`src/rtl/cdb_arbiter.sv`:
```
// Round-robin arbiter for the common data bus: picks one pending producer result per clock
// and registers it as a single broadcast that reservation stations and the status table snoop.
module cdb_arbiter #(
    parameter int N_REQ  = 4,
    parameter int UNIT_W = 8,
    parameter int WORD_W = 32,
    parameter int SRC_W  = 2
) (
    input  logic                      clk,
    input  logic                      rst,
    input  logic                      flush,
    input  logic [N_REQ-1:0]          req_valid,
    input  logic [N_REQ*UNIT_W-1:0]   req_tag,
    input  logic [N_REQ*WORD_W-1:0]   req_data,
    output logic [N_REQ-1:0]          req_ready,
    output logic                      cdb_valid,
    output logic [UNIT_W-1:0]         cdb_tag,
    output logic [WORD_W-1:0]         cdb_data,
    output logic [SRC_W-1:0]          cdb_src,
    output logic                      err_tag
);

    // Tag value meaning "register holds its value"; it must never appear on the bus.
    localparam logic [UNIT_W-1:0] RESERVED_TAG = UNIT_W'(8'h7F);
    localparam int                IW           = SRC_W + 1;

    logic [UNIT_W-1:0] tag_arr  [N_REQ];
    logic [WORD_W-1:0] data_arr [N_REQ];

    logic [SRC_W-1:0]  ptr_reg;
    logic [SRC_W-1:0]  ptr_next;
    logic              cdb_valid_reg;
    logic [UNIT_W-1:0] cdb_tag_reg;
    logic [WORD_W-1:0] cdb_data_reg;
    logic [SRC_W-1:0]  cdb_src_reg;
    logic              err_tag_reg;

    logic              grant_found;
    logic [SRC_W-1:0]  grant_idx;
    logic [IW-1:0]     idx_w;

    genvar gi;
    generate
        for (gi = 0; gi < N_REQ; gi++) begin : g_req
            assign tag_arr[gi]   = req_tag[gi*UNIT_W +: UNIT_W];
            assign data_arr[gi]  = req_data[gi*WORD_W +: WORD_W];
            assign req_ready[gi] = grant_found && (grant_idx == SRC_W'(gi));
        end
    endgenerate

    // Search from ptr upward, wrapping modulo N_REQ; the first valid requester wins.
    always_comb begin
        grant_found = 1'b0;
        grant_idx   = '0;
        idx_w       = '0;
        for (int k = 0; k < N_REQ; k++) begin
            idx_w = {1'b0, ptr_reg} + IW'(k);
            if (idx_w >= IW'(N_REQ))
                idx_w = idx_w - IW'(N_REQ);
            if (!grant_found && req_valid[idx_w[SRC_W-1:0]]) begin
                grant_found = 1'b1;
                grant_idx   = idx_w[SRC_W-1:0];
            end
        end
        if (rst || flush)
            grant_found = 1'b0;
    end

    assign ptr_next = (grant_idx == SRC_W'(N_REQ - 1)) ? '0 : grant_idx + 1'b1;

    always_ff @(posedge clk) begin
        if (rst) begin
            ptr_reg       <= '0;
            cdb_valid_reg <= 1'b0;
            cdb_tag_reg   <= '0;
            cdb_data_reg  <= '0;
            cdb_src_reg   <= '0;
            err_tag_reg   <= 1'b0;
        end else if (grant_found) begin
            ptr_reg       <= ptr_next;
            cdb_valid_reg <= 1'b1;
            cdb_tag_reg   <= tag_arr[grant_idx];
            cdb_data_reg  <= data_arr[grant_idx];
            cdb_src_reg   <= grant_idx;
            if (tag_arr[grant_idx] == RESERVED_TAG)
                err_tag_reg <= 1'b1;
        end else begin
            cdb_valid_reg <= 1'b0;
        end
    end

    assign cdb_valid = cdb_valid_reg;
    assign cdb_tag   = cdb_tag_reg;
    assign cdb_data  = cdb_data_reg;
    assign cdb_src   = cdb_src_reg;
    assign err_tag   = err_tag_reg;

endmodule
```
`config.mk`:
```
export PLATFORM = sky130hd
export DESIGN_NAME = cdb_arbiter
export DESIGN_NICKNAME = d
export VERILOG_FILES = /design/src/rtl/cdb_arbiter.sv
export SDC_FILE = /design/constraint.sdc
export NUM_CORES = 1
export LEC_CHECK = 0
export CORE_ASPECT_RATIO = 0.5
export CORE_MARGIN = 8
export CORE_UTILIZATION = 35
export DETAILED_ROUTE_END_ITERATION = 16
export GPL_TIMING_DRIVEN = 0
export HOLD_SLACK_MARGIN = 0.03
export PLACE_DENSITY = 0.83
export SLEW_MARGIN = 10
export SYNTH_ARGS = -nofsm -noshare
export SYNTH_HDL_FRONTEND = slang
export SYNTH_SLANG_ARGS = --single-unit
```
`constraint.sdc`:
```
create_clock -name clk -period 2.9 [get_ports clk]
set_input_delay 0.58 -clock clk [delete_from_list [all_inputs] [get_ports clk]]
set_output_delay 0.58 -clock clk [all_outputs]
set_load 0.01 [all_outputs]
```
==> impl_metrics.py <==
metrics = {
    "logic_synthesis": {
        "synthDistinctLibCells": 38,
        "synth_cells": 307,
        "synth-seq-cells": 46,
        "synth_edf_count": 0,
        "ys_seq_area_share_pct": 31.9,
        "ys_warn_count": 0,
        "async_flop_share_pct": 0,
        "avgSynthCellArea_um2": 9.41,
        "synth_area_um2": 2890,
        "syn-num-nets": 478,
        "ys.flop_type": "dfxtp_1",
    },
    "cts": {
        "tritoncts": "yes",
        "numCtsBuffers": 5,
        "htree_levels": 2,
        "ctsHoldBuffers": 0,
        "clockBufferDepth": 2,
        "clock_latency_ps": 290,
        "cts_sinks": 46,
        "root_buffer": "clkbuf_16",
        "cts.clk_slew.worst_paths_ps": 60,
    },
    "sta": {
        "maxSlewHeadroom_pct": 61.9,
        "period_share_pct": 95.9,
        "tns_ps": 0,
        "slew_viol_final": 0,
        "setup_ws_ps": 118,
        "hold_viol_final": 0,
        "fmax_mhz": 359,
        "tightest_slew_ps": 571,
        "setup_violations": 0,
        "clock_skew_ps": 3.12,
        "rsz0062_at_grt": "no",
        "final.min_clock_period_ps": 2780,
    },
    "setup_path": {
        "worst-path-buf-inv": 5,
        "slowest_stage": "dlygate4sd2_1",
        "critPathLaunchType": "primary input",
        "max_stage_delay_ps": 270,
        "crit_family": "buffers and inverters",
        "crit_start": "req_valid[2]",
        "r2r-start": "ptr_reg[0]",
        "critPathKind": "in2out",
        "critPathArrivalTime_ps": 2200,
        "cp_max_fo": 11,
        "path_cells": "dlygate4sd2_1 > nor2b_2 > a21boi_2 > o32ai_4 > buf_6 > inv_4 > buf_6 > ha_1 > and2_1 > clkbuf_2",
        "critical_path_required_ps": 2320,
        "critPathCaptureType": "output pin",
        "path_common_cell": "buf_6",
    },
    "pwr": {
        "peakVddDrop_v": 0.000262,
        "p_total_uw": 2380,
        "power.density_nw_per_um2": 444,
        "leakagePower_uw": 0.00237,
    },
    "floorplan": {
        "die_w_um": 144,
        "rows": 23,
        "die_area_um2": 11600,
        "die_h_um": 80.2,
        "core_area_um2": 8000,
        "ios": 215,
        "start_util_pct": 36.1,
    },
    "finish": {
        "fin_nets": 704,
        "area_delta_synth_final_pct": 86.1,
        "fin_area_um2": 5380,
        "drive_gt1_share_pct": 7.30,
        "largest_register_ffs": 32,
        "diodes": 0,
    },
    "status": {
        "status": "complete, no violations",
    },
    "grt": {
        "antenna_found_initial": 0,
        "grt_pass1_wl_mm": 18.2,
        "grt_pass1_vias": 3199,
        "grt_remaining_overflow": 0,
        "grt_max_degree": 29,
        "grtUsageTotal_pct": 20.6,
    },
    "routing": {
        "drc": 0,
        "dr_total_vias": 3212,
        "drt_pass1_iterations": 4,
        "first_iter_violations": 163,
        "via_per_inst": 4.97,
        "wl_per_cell_um": 19.5,
        "route.antenna.remaining_nets": 0,
        "totalWireLength_mm": 12.6,
    },
    "min_path": {
        "holdCritStartpoint": "cdb_tag[3]",
        "hold_path.class": "reg2reg",
    },
    "place": {
        "numPortBuffers": 214,
        "gp_congestion": 0.813,
        "placed_area_um2": 5170,
        "hpwlAfterDp_mm": 10.1,
        "pre_cts_slack_ps": -1050,
    },
    "job": {
        "maxCapViolations": 0,
    },
}
cells in the mapped netlist, types with 2 or more instances:
master | number | area share, %
inv_2 | 2 | 0.26
a21oi_1 | 2 | 0.35
o21ai_1 | 3 | 0.52
and2_1 | 4 | 0.87
buf_2 | 2 | 0.35
nor2_1 | 6 | 0.78
mux2i_1 | 83 | 29
clkbuf_1 | 13 | 1.7
buf_6 | 7 | 2.7
nor2b_1 | 3 | 0.65
ha_1 | 4 | 1.7
mux2_1 | 2 | 0.78
dfxtp_1 | 46 | 32
nand2_1 | 72 | 9.4
a22o_1 | 4 | 1.2
a32o_1 | 32 | 11
where the power goes:
part / internal, uW / switching (uW)
clock network: 343 / 258
registers: 703 / 38.1
logic: 593 / 450
tightest hold or removal path: cells and delay by family (launching register included):
family,cells,cell delay (ps)
AOI/OAI and AO/OA,1,50
DFF,1,310
and+or+nand+nor,1,50
final cells by class:
class | count | area [um2]
well taps | 112 | 140
multi-input cells | 233 | 1790
clock buffers | 7 | 143
plain buffers | 20 | 141
flip-flops and latches | 46 | 921
fillers | 697 | 2630
inverters | 4 | 33.8
repair buffers | 223 | 2200
clock inverters | 1 | 5.00
timing repair:
action | CTS | global route
resized for setup | 21 | 6
setup endpoints to repair | 4 | 4
hold endpoints to repair | 0 | 0
pin swaps | 2 | 0
gates cloned | 0 | 0
buffers inserted | 8 | 1
cells in the final DEF (no fill, tap or decap), types with 2 or more instances in the layout:
master	instances
clkdlybuf4s50_1	206
mux2i_1	83
nand2_1	72
dfxtp_1	46
a32o_1	32
clkbuf_1	12
buf_6	8
buf_4	8
nor2_1	6
clkbuf_16	5
and2_1	4
a22o_1	4
ha_1	4
dlygate4sd2_1	4
clkbuf_2	4
o21ai_1	3
nor2b_1	2
clkbuf_8	2
mux2_1	2
a21oi_1	2
per-layer routing:
metal | global-route usage (%) | vias to the layer above | part of all wire [%]
met4 | 4.33 | 0 | 0.62
met3 | 3.73 | 7 | 3.8
met1 | 23.8 | 1568 | 40
li1 | - | 1572 | -
met2 | 38.9 | 65 | 56
met5 | 0 | - | 0
kinds of logic (layout without fill, tap and decap cells):
family	after synthesis	in the layout	synth area share (%)
AOI/OAI and AO/OA	50	50	16.7
adders and majority gates	4	4	1.73
buffers and inverters	28	255	6.33
DFF	46	46	31.9
muxes	86	86	29.9
and+or+nand+nor	93	93	13.4
metrics by stage:
stage	hold WS [ps]	cells	util (%)
after floorplan	470	307	-
after global placement	434	633	64.6
after detailed placement	439	633	64.6
after CTS	447	645	67.3
after global routing	472	646	67.2
final	445	646	67.2
worst paths after layout:
kind | slack (ps) | depth (start not counted) | to
setup / recovery | 120 | 10 | req_ready[2]
hold / removal | 450 | 2 | cdb_tag[3]
setup reg to reg | 680 | 8 | cdb_data[6]
hold reg to reg | 450 | 2 | cdb_tag[3]
No activity file was read; power rests on OpenSTA's default activity.
==> patch (same flow settings) <==
`UNIT_W`: 8 -> 12.
--- a/src/rtl/cdb_arbiter.sv
+++ b/src/rtl/cdb_arbiter.sv
@@ -2,7 +2,7 @@
 // and registers it as a single broadcast that reservation stations and the status table snoop.
 module cdb_arbiter #(
     parameter int N_REQ  = 4,
-    parameter int UNIT_W = 8,
+    parameter int UNIT_W = 12,
     parameter int WORD_W = 32,
     parameter int SRC_W  = 2
 ) (
Interface: changed (resized cdb_tag and req_tag); port bits go from 215 to 235. The function was not compared with the original's and may differ.
==> patch against the original RTL <==
Cell area up 13%; power up 17%; sequential cell count rose by 4; setup slack got worse by 56 ps; synthesized area grew 12%; wire length grew 25%; highest routed layer unchanged; worst hold slack better by 9.6 ps; clock skew up 1.8 ps; final cell count up 36%.
==> patch: results (changes against the original RTL) <==
yosys:
  synth_common_cells: "200 x nand2_1, 106 x nand3_1, 61 x a21oi_1"
  syn_inst: 520  # +69%
  ys_seq_area_share_pct: 30.9  # -1.0 points
  synthDistinctLibCells: 31  # -18%
  yosys-top-cells-area: "dfxtp_1 31%, nand2_1 23%, nand3_1 16%"
  syn_nets: 707  # +48%
pwr:
  comb-power_uw: 1200  # +15%
  p_seq_uw: 798  # +7.7%
  p_leak_uw: 0.00249  # +4.8%
  vdd_drop_max_mv: 0.364  # +39%
  p_total_uw: 2790  # +17%
  sw_frac_of_total_pct: 32.1  # +0.83 points
global_route:
  grt_util_met2_pct: 42.8  # +3.8 points
  grt_pass1_vias: 4363  # +36%
  gr-usage-met3_pct: 4.55  # +0.82 points
  grt_use_total_pct: 23.5  # +2.9 points
  met1_usage_pct: 26.8  # +3.0 points
  grt_pass1_wl_um: 24000  # +32%
  grt_max_degree: 21  # -28%
sta:
  tightest_slew_ps: 547  # -24.2 ps
  period_share_pct: 97.9  # +1.9 points
  worst_hold_slack_ps: 455  # +9.59 ps
  clock_skew_ps: 4.87  # +1.75 ps
cells_and_area:
  signal_buffers: 280  # +15%
  multi_input_area_sq_um: 2040  # +14%
  clk_share_pct: 3.28  # +0.54 points
  seqCellArea_sq_um: 1000  # +8.7%
  num-nets-final: 950  # +35%
  drive_gt1_share_pct: 6.81  # -0.50 points
  inverters_excl_clock: 9  # +5
  nFillCells: 766  # +9.9%
  multi_input_cells: 417  # +79%
  n_clock_buffer: 6  # -1
route:
  avgRoutedWirePerCell_um: 17.9  # -8.3%
  wl_met1_um: 6180  # +24%
  met2_length_um: 8110  # +15%
  wl_met3_um: 950  # +100%
  initialDrtViolationCount: 352  # +120%
  num_vias: 4553  # +42%
  dr.pass1.iters: 5  # +1
  wl_um: 15700  # +25%
setup_path:
  crit_arrival_ps: 2260  # +60 ps
  worst-r2r-setup-slack_ps: 490  # -190 ps
  rr_startpoint: "ptr_reg[0]"
  regToRegEndpoint: "cdb_data[7]"
  critPathLaunch: "req_valid[0]"
hold_path:
  holdCritStartpoint: "cdb_data[25]"
  hold_end: "cdb_data[25]"
place:
  dp_hpwl_um: 12300  # +22%
  place_inst: 870  # +37%
  preCtsSetupSlack_ps: -1380  # -336 ps
  gp_congestion: 0.939  # +15%
  port-buffer-count: 233  # +8.9%
clocking:
  htreeDepth: 2  # unchanged
  numCtsBuffers: 5  # unchanged
outcome:
  status: "finished clean"
## patch: cell count changes after synthesis, moves of 4 or more
cell / unedited run / this run
a21oi_1: 2 / 61
inv_1: 1 / 7
buf_6: 7 / 2
a32o_1: 32 / 0
clkbuf_1: 13 / 26
nand2_1: 72 / 200
a22oi_1: 1 / 8
dfxtp_1: 46 / 50
nand3_1: 0 / 106
a22o_1: 4 / 0
o211ai_1: 0 / 6
mux2i_1: 83 / 6
buf_2: 2 / 12
## patch: critical path, cell delays in order
cell and delay, ps:
buf_4 130, nor2b_4 120, or4b_4 580, nand2_8 130, inv_8 30, clkbuf_16 140
buf_8 120, ha_1 170, and2_1 130, buf_2 140
## patch: stage by stage
step | cell area (sq um) | utilization [%]
finish | 6060 | 68.4
global route | 6060 | 68.4
CTS | 6090 | 68.8
detailed placement | 5720 | 64.6
global placement | 5720 | 64.6
floorplan | 3240 | -
## patch: what timing repair did
| item | in CTS | in global routing |
|---|---|---|
| pin swaps | 4 | 0 |
| gates resized for setup | 67 | 2 |
| endpoints found under the setup margin | 33 | 4 |
| setup buffers | 7 | 0 |
| endpoints found under the hold margin | 0 | 0 |
## patch: worst max path at each step
stage	cells past startpoint	end
2_1_floorplan	9	req_ready[0]
6_report	10	req_ready[2]
3_3_place_gp	10	req_ready[3]
3_5_place_dp	10	req_ready[3]
4_1_cts	11	req_ready[2]
5_1_grt	10	req_ready[2]
## patch: kinds of logic (layout without fill, tap and decap cells)
group                    Yosys count  in the layout  synth area share, %
flip-flops                        50             50                 30.9
AND/OR/NAND/NOR                  325            325                 43.5
multiplexers                       6              6                 1.85
buffers and inverters             53            297                 7.64
adder cells (fa/ha/maj)            4              4                 1.54
AO/OA/AOI/OAI                     82             82                 14.6
